**src/rtl/regfile_pkg.sv**
```systemverilog
// regfile_pkg: shared constants and the write-port priority resolver for regfile_mp.
`default_nettype none

package regfile_pkg;

  localparam int DEFAULT_DATA_W = 32;
  localparam int DEFAULT_ADDR_W = 5;
  localparam int REG_ZERO       = 0;
  localparam int MAX_WR         = 32;

  // Returns the highest-index set bit of a per-port hit vector; 0 when empty.
  function automatic int win_port(input logic [MAX_WR-1:0] hits);
    int w;
    w = 0;
    for (int j = 0; j < MAX_WR; j++) begin
      if (hits[j]) w = j;
    end
    return w;
  endfunction

endpackage

`default_nettype wire

```
**src/rtl/regfile_read_port.sv**
```systemverilog
// regfile_read_port: one registered read port with zero-register masking.
// Write-first bypass over all write ports when REGFILE_BYPASS_EN is defined.
`default_nettype none

module regfile_read_port
  import regfile_pkg::*;
#(
  parameter int DATA_W = DEFAULT_DATA_W,
  parameter int ADDR_W = DEFAULT_ADDR_W
`ifdef REGFILE_BYPASS_EN
  ,
  parameter int NUM_WR = 2
`endif
) (
  input  logic                     clk,
  input  logic                     rst_n,
  input  logic [ADDR_W-1:0]        rd_addr_i,
  input  logic [DATA_W-1:0]        entry_i,
  input  logic                     busy_i,
`ifdef REGFILE_BYPASS_EN
  input  logic [NUM_WR-1:0]        wr_en_i,
  input  logic [NUM_WR*ADDR_W-1:0] wr_addr_i,
  input  logic [NUM_WR*DATA_W-1:0] wr_data_i,
`endif
  output logic [DATA_W-1:0]        rd_data_o,
  output logic                     rd_busy_o
);

  logic [DATA_W-1:0] rd_data_d, rd_data_q;
  logic              rd_busy_d, rd_busy_q;
`ifdef REGFILE_BYPASS_EN
  logic [MAX_WR-1:0] hits;
`endif

  always_comb begin
    rd_data_d = entry_i;
    rd_busy_d = busy_i;
`ifdef REGFILE_BYPASS_EN
    hits = '0;
    for (int j = 0; j < NUM_WR; j++) begin
      hits[j] = wr_en_i[j] && (wr_addr_i[j*ADDR_W +: ADDR_W] == rd_addr_i);
    end
    if (|hits) rd_data_d = wr_data_i[win_port(hits)*DATA_W +: DATA_W];
`endif
    if (rd_addr_i == ADDR_W'(REG_ZERO)) begin
      rd_data_d = '0;
      rd_busy_d = 1'b0;
    end
  end

  always_ff @(posedge clk or negedge rst_n) begin
    if (!rst_n) begin
      rd_data_q <= '0;
      rd_busy_q <= 1'b0;
    end else begin
      rd_data_q <= rd_data_d;
      rd_busy_q <= rd_busy_d;
    end
  end

  assign rd_data_o = rd_data_q;
  assign rd_busy_o = rd_busy_q;

endmodule

`default_nettype wire

```
**src/rtl/regfile_mp.sv**
```systemverilog
// regfile_mp: multi-port register file with hardwired zero register and busy scoreboard.
// Define REGFILE_BYPASS_EN for write-first reads; default is read-first.
`default_nettype none

module regfile_mp
  import regfile_pkg::*;
#(
  parameter int DATA_W = DEFAULT_DATA_W,
  parameter int ADDR_W = DEFAULT_ADDR_W,
  parameter int NUM_RD = 2,
  parameter int NUM_WR = 2
) (
  input  logic                     clk,
  input  logic                     rst_n,
  input  logic [NUM_RD*ADDR_W-1:0] rd_addr,
  output logic [NUM_RD*DATA_W-1:0] rd_data,
  output logic [NUM_RD-1:0]        rd_busy,
  input  logic [NUM_WR-1:0]        wr_en,
  input  logic [NUM_WR*ADDR_W-1:0] wr_addr,
  input  logic [NUM_WR*DATA_W-1:0] wr_data,
  input  logic                     alloc_en,
  input  logic [ADDR_W-1:0]        alloc_addr,
  output logic [2**ADDR_W-1:0]     busy_vec
);

  localparam int DEPTH = 2**ADDR_W;

  logic [DATA_W-1:0] entry_q [DEPTH];
  logic [DATA_W-1:0] entry_d [DEPTH];
  logic [DEPTH-1:0]  busy_q, busy_d;
  logic [MAX_WR-1:0] hits;

  // Alloc is applied after the write clear so a same-edge issue keeps the register busy.
  always_comb begin
    busy_d = busy_q;
    hits   = '0;
    for (int a = 0; a < DEPTH; a++) entry_d[a] = entry_q[a];
    for (int a = 1; a < DEPTH; a++) begin
      hits = '0;
      for (int j = 0; j < NUM_WR; j++) begin
        hits[j] = wr_en[j] && (wr_addr[j*ADDR_W +: ADDR_W] == ADDR_W'(a));
      end
      if (|hits) begin
        entry_d[a] = wr_data[win_port(hits)*DATA_W +: DATA_W];
        busy_d[a]  = 1'b0;
      end
      if (alloc_en && (alloc_addr == ADDR_W'(a))) busy_d[a] = 1'b1;
    end
    entry_d[REG_ZERO] = '0;
    busy_d[REG_ZERO]  = 1'b0;
  end

  always_ff @(posedge clk or negedge rst_n) begin
    if (!rst_n) begin
      entry_q <= '{default: '0};
      busy_q  <= '0;
    end else begin
      entry_q <= entry_d;
      busy_q  <= busy_d;
    end
  end

  assign busy_vec = busy_q;

  for (genvar i = 0; i < NUM_RD; i++) begin : g_rd
    logic [ADDR_W-1:0] addr;
    assign addr = rd_addr[i*ADDR_W +: ADDR_W];

    regfile_read_port #(
      .DATA_W (DATA_W),
      .ADDR_W (ADDR_W)
`ifdef REGFILE_BYPASS_EN
      ,
      .NUM_WR (NUM_WR)
`endif
    ) u_port (
      .clk       (clk),
      .rst_n     (rst_n),
      .rd_addr_i (addr),
      .entry_i   (entry_q[addr]),
`ifdef REGFILE_BYPASS_EN
      .busy_i    (busy_d[addr]),
      .wr_en_i   (wr_en),
      .wr_addr_i (wr_addr),
      .wr_data_i (wr_data),
`else
      .busy_i    (busy_q[addr]),
`endif
      .rd_data_o (rd_data[i*DATA_W +: DATA_W]),
      .rd_busy_o (rd_busy[i])
    );
  end

endmodule

`default_nettype wire

```
**config.mk**
```make
export PLATFORM = sky130hd
export DESIGN_NAME = regfile_mp
export DESIGN_NICKNAME = d
export VERILOG_FILES = /design/src/rtl/regfile_pkg.sv /design/src/rtl/regfile_read_port.sv /design/src/rtl/regfile_mp.sv
export SDC_FILE = /design/constraint.sdc
export NUM_CORES = 2
export LEC_CHECK = 0
export CAP_MARGIN = 15
export CORE_ASPECT_RATIO = 1.2
export CORE_UTILIZATION = 45
export CTS_CLUSTER_DIAMETER = 100
export CTS_CLUSTER_SIZE = 25
export DETAILED_ROUTE_END_ITERATION = 7
export PLACE_DENSITY = 0.68
export RECOVER_POWER = 25
export SYNTH_ARGS = -nofsm -noshare
export SYNTH_HDL_FRONTEND = slang
export SYNTH_SLANG_ARGS = --single-unit
```
**constraint.sdc**
```tcl
create_clock -name clk -period 2.61 [get_ports clk]
set_input_delay 0.3915 -clock clk [delete_from_list [all_inputs] [get_ports clk]]
set_output_delay 0.3915 -clock clk [all_outputs]
set_load 0.01 [all_outputs]
```
* Yosys cells after proc, flatten, opt, wreduce, memory -nomap -nowiden *
Cells that the tools add are included.

word-level totals
  register bits = 1089
  latch bits = 0
  RAM bits = 0
  memory bits (read-only) = 0
  input port bits = 94
  output and inout bits = 98
  logic and storage cells = 491
  memories = 0

operators by class
  $add $sub $neg = 0
  multipliers = 0
  divide/modulo/power cells = 0
  $lt $le $gt $ge = 4
  equal/unequal tests = 93
  shift operators = 31
  multiplexer cells = 138
  bitwise gates (word level) = 2
  reductions and logical operators = 157

operator list
  kind                  count
  $shiftx A64 B32 Y32   31
  $mux W27              31
  $bmux W32 S5          2
  $eq A5 B5 Y1 const B  48
  $mux W32              6
  $eq A5 B4 Y1 const B  24
  $mux W1               97
  $logic_and A1 B1 Y1   93
  $reduce_bool A2 Y1    31
  $reduce_or A2 Y1      31
  $eq A5 B3 Y1 const B  12
  $eq A5 B2 Y1 const B  6
  $eq A5 B1 Y1 const B  3
  $ge A6 B6 Y1 const B  2
  $lt A5 B6 Y1 const B  2
  $not A5 Y6            2
  $bmux W1 S5           2
  $logic_not A5 Y1      2

* Longest topological paths before layout *
  depth after elaboration = 5
  gate-level depth with buffers = 8
  depth with buffers taken out = 5

* Cells and area by module *
A second synthesis with hierarchy kept.

unflattened totals
  cell total of the unflattened synthesis = 6267
  area total of the unflattened synthesis = 66201.0 µm²

modules (own cells, without submodules)
  module             times used  cells an instance  area each (µm²)  sequential area each (µm²)
  regfile_mp         1           6119               63891.3          25599.6
  regfile_read_port  2           74                 1154.9           825.8

* Least setup slack after synthesis *
Ideal clock, no wire load.

  path type = input -> register
  start point = input rd_addr[1]
  end point = register g_rd[0].u_port.rd_data_q[14]
  library setup time = 0.131 ns
  data arrival time = 1.835 ns
  data required time = 2.479 ns
  setup slack = 0.644 ns
  stages on the path = 7
  path buffers = 2
  cell sequence = buf_2 buf_1 mux2_2 a221oi_1 nor3_1 a221oi_1 nor3_1

between the ends
  longest elaborated chain between the ends = 5
  elaborated cells between the ends (all ways) = 6
  those cells by class = 4 x mux; 1 x bitwise; 1 x reduce/logical

ends and longest elaborated chain
  element                                      line                     RTL
  start, declared                              regfile_mp.sv:15         input logic [NUM_RD*ADDR_W-1:0] rd_addr,
  $not A5 Y6 (not written as such)             regfile_mp.sv:80         .entry_i (entry_q[addr]),
  $bmux W32 S5                                 regfile_mp.sv:80
  $mux W32 (not written as such) (2 in a row)  regfile_mp.sv:80
  $mux W32 (*)                                 regfile_read_port.sv:45  if (rd_addr_i == ADDR_W'(REG_ZERO)) begin
  via g_rd[0].u_port.rd_data_d[14]             regfile_read_port.sv:29  logic [DATA_W-1:0] rd_data_d, rd_data_q;
  end signal, assigned                         regfile_read_port.sv:56  rd_data_q <= rd_data_d;
  end, declared                                regfile_read_port.sv:29

Mark *: on every way through the listed nets, which the timed path passes. The rest lies on a longest branch. The select of a mux whose other input is x is not followed.
A chain may end at the register's enable or synchronous reset.

* Final worst setup path *
  start point = input rd_addr[4]
  end point = register g_rd[0].u_port.rd_data_q[22]

The elaborated chain is that of the path after synthesis.

==> run summary <==
cell family with the largest share of critical-path delay - compound AO/OA/AOI/OAI gates
routed wire length per instance - 29.9 um
Pleak - 34.1 nW
Worst path max stage delay - 870 ps
initial core utilization - 45.3%
unrepaired setup endpoints after global routing - no
Finished Layout Cells - 8608
Storage cell area - 27300 um2
Power per Cell Area - 663 nW/um2
largest net degree at the start of global routing - 82
Tcrit/Tclk final - 101%
Max Transition Viols Final - 94
most frequent CP cell - nor3_1
multi-input logic area - 35400 um2
clock sink count - 1089
Startpoint Class - primary input
failing checks - max-capacitance violations, max-slew violations, negative setup slack
worst-margin pin slew - 1880 ps
Layout fillers - 12900
Cell Area, Synth - 65500 um2
crit-path max FO - 10
WL final - 258000 um
CP cell instances - clkdlybuf4s50_1, or3b_2, buf_4, o22ai_1, nor3_1, a221oi_1, nor3_1
Max-Cap Viols - 3
Worst Setup Path Type - primary input to flop
Min-Delay Path Class - primary input to async pin
total negative slack - -25.1 ps
post-place setup slack - -894 ps
first-pass GRT wire length - 375000 um
largest area contributor in the netlist - dfrtp_1
Sw Pwr - 16.9 mW
via count - 56400
post-route antenna net violation count - 0
CP Buf/Inv Count - 2
Slew HR - -25.3%
Ys Warns - 0
FP Rows - 153
crit end category - flop
initial antenna violation count - 6
Clock Pin Slew Worst Setup and Hold Paths - 110 ps
routability congestion estimate from global placement - 0.972
global-route congestion overflow total - 0
design internal power - 32.5 mW
status - complete, but fails checks
die area - 147000 um2
synthesis-stage register bit count - 1089
final setup margin - -25.1 ps
Tot GR Track Use - 34.5%
Max Fclk - 379 MHz
DRT iter0 DRCs - 7262
core area - 145000 um2
# setup viols final - 1
post-detail-place hpwl - 166000 um
Post-Synthesis Cells - 6624
Num CTS Buffers - 50
DRC Markers - 0
layout cells sized above 1 - 14.7%
Mapped Nets - 6718
post-synth top area share - 41.6%
synth unique cells - 44
DIE WIDTH - 350 um
Sw Share - 34.2%
vias in the first global route - 55500
slowest CP cell - a221oi_1
clock root buffer - clkbuf_16
Peak VDD IR - 0.517 mV
Via density - 6.55
clock network fraction of total power - 19.8%
post-layout min period - 2640 ps
skew final - 29.9 ps
DR pass1 iterations - 7
Sequential Power Share - 50.7%
Syn Area/Cell - 9.89 um2
CP Data Required Time - 3150 ps
synthesis-to-layout area growth - 13.8%
CTS tree - built
IO Count - 192
Arrival @ worst endpoint - 3180 ps
top post-synthesis cells by area - dfrtp_1, mux2i_1, mux4_2
H-tree levels - 2
Die H - 420 um
Comb pwr share - 29.6%
Final Util - 51.5%
port buffer count - 190
fin nets - 6753
Max clock buf depth - 3
Hold Fails Final Rpt - 0
dpl cells - 8543
sequential fraction of the synthesis area - 41.6%
clock latency on the worst-skew pair - 730 ps
## final timing paths
kind	from	to	slack [ps]	cells after the start
max reg2reg	entry_q[918]	g_rd[0].u_port.rd_data_o[22]	250	5
max in group asynchronous	rst_n	g_rd[0].u_port.rd_data_o[16]	120	4
max	rd_addr[4]	g_rd[0].u_port.rd_data_o[22]	-30	7
min in group clk	wr_data[62]	entry_q[638]	520	4
min reg2reg	entry_q[638]	entry_q[638]	590	2
min	rst_n	entry_q[866]	280	2
## flip-flops by register name, indices dropped and copies added, names as in the netlist
| register | cells |
|---|---|
| entry_q | 992 |
| g_rd.u_port.rd_data_o | 64 |
| g_rd.u_port.rd_busy_o | 2 |
| busy_vec | 31 |
## repair_timing
action	CTS	global route
gates resized for setup	3	0
hold buffers	1	0
setup buffers	0	0
endpoints found under the hold margin	23	0
endpoints found under the setup margin	3	0
## cell usage after synthesis (all sizes together)
cell type,count
nand4,1
a32o,18
inv,8
dfrtp,1089
clkbuf,474
buf,280
a22oi,1
conb,1
nand2b,18
a211oi,1
a31oi,1
nand2,551
nor2,545
mux2i,1593
or3,3
and3,1
or3b,1
nor3,237
nand3b,1
a221oi,130
and2,8
o21ai,488
or2,8
o31ai,2
nand4b,1
nand3,1
nor4,4
o2bb2ai,6
o22ai,327
nor2b,20
mux2,159
a21oi,513
and2b,1
mux4,132
## logic make-up after synthesis
logic type	after synthesis	share of synthesized area, %
AO/OA/AOI/OAI	1487	12.9
buffers and inverters	762	5.00
multiplexers	1884	31.6
flip-flops	1089	41.6
AND/OR/NAND/NOR	1401	8.85
other	1	0.00573
## per-layer routing
| metal | vias up | routed length, um | GRT usage [%] |
|---|---|---|---|
| li1 | 24000 | - | - |
| met1 | 27600 | 94100 | 43.1 |
| met2 | 3813 | 111000 | 51.5 |
| met3 | 1019 | 29500 | 8.56 |
| met4 | 10 | 22500 | 25.8 |
| met5 | - | 219 | 0.301 |
## power by group through the flow
stage                     registers, mW  clock network (mW)  logic, mW
after global routing               25.5                10.3       15.8
after detailed placement           25.2                   0       14.4
after global placement             24.9                   0       14.0
final                              25.0                9.77       14.6
after CTS                          24.9                9.84       14.5
after floorplan                    24.0                   0       9.62
## cell usage in the layout (no fill, tap or decap), types with 127 or more instances in the layout
cell type        synthesis  routed
mux4_2                 132     132
nor3_1                 233     233
dfrtp_1               1089    1089
buf_4                   40     367
a21oi_1                513     513
nor2_1                 535     525
o21ai_0                461     461
clkdlybuf4s50_1          0     183
o22ai_1                327     327
a221oi_1               130     127
nand2_1                551     516
mux2_2                 159     159
buf_12                   0     163
mux2i_1               1593    1593
## stage by stage
step | hold WS [ps] | instance area [um2] | power, mW
after floorplan | 95.9 | 65500 | 33.7
after global placement | 451 | 73200 | 38.9
after detailed placement | 453 | 73200 | 39.6
after CTS | 290 | 74700 | 49.2
after global routing | 284 | 74600 | 51.6
final | 275 | 74600 | 49.4
## area by class of cell
cell class / count / area share, %
sequential: 1089 / 36.6
timing repair buffer: 737 / 10.7
clock buffer: 58 / 1.84
tap: 1937 / 3.25
antenna: 1 / 0.00336
multi-input combinational: 4773 / 47.5
inverter: 8 / 0.0403
clock inverter: 5 / 0.0822
Note: power is estimated with default switching activity, not from simulation.
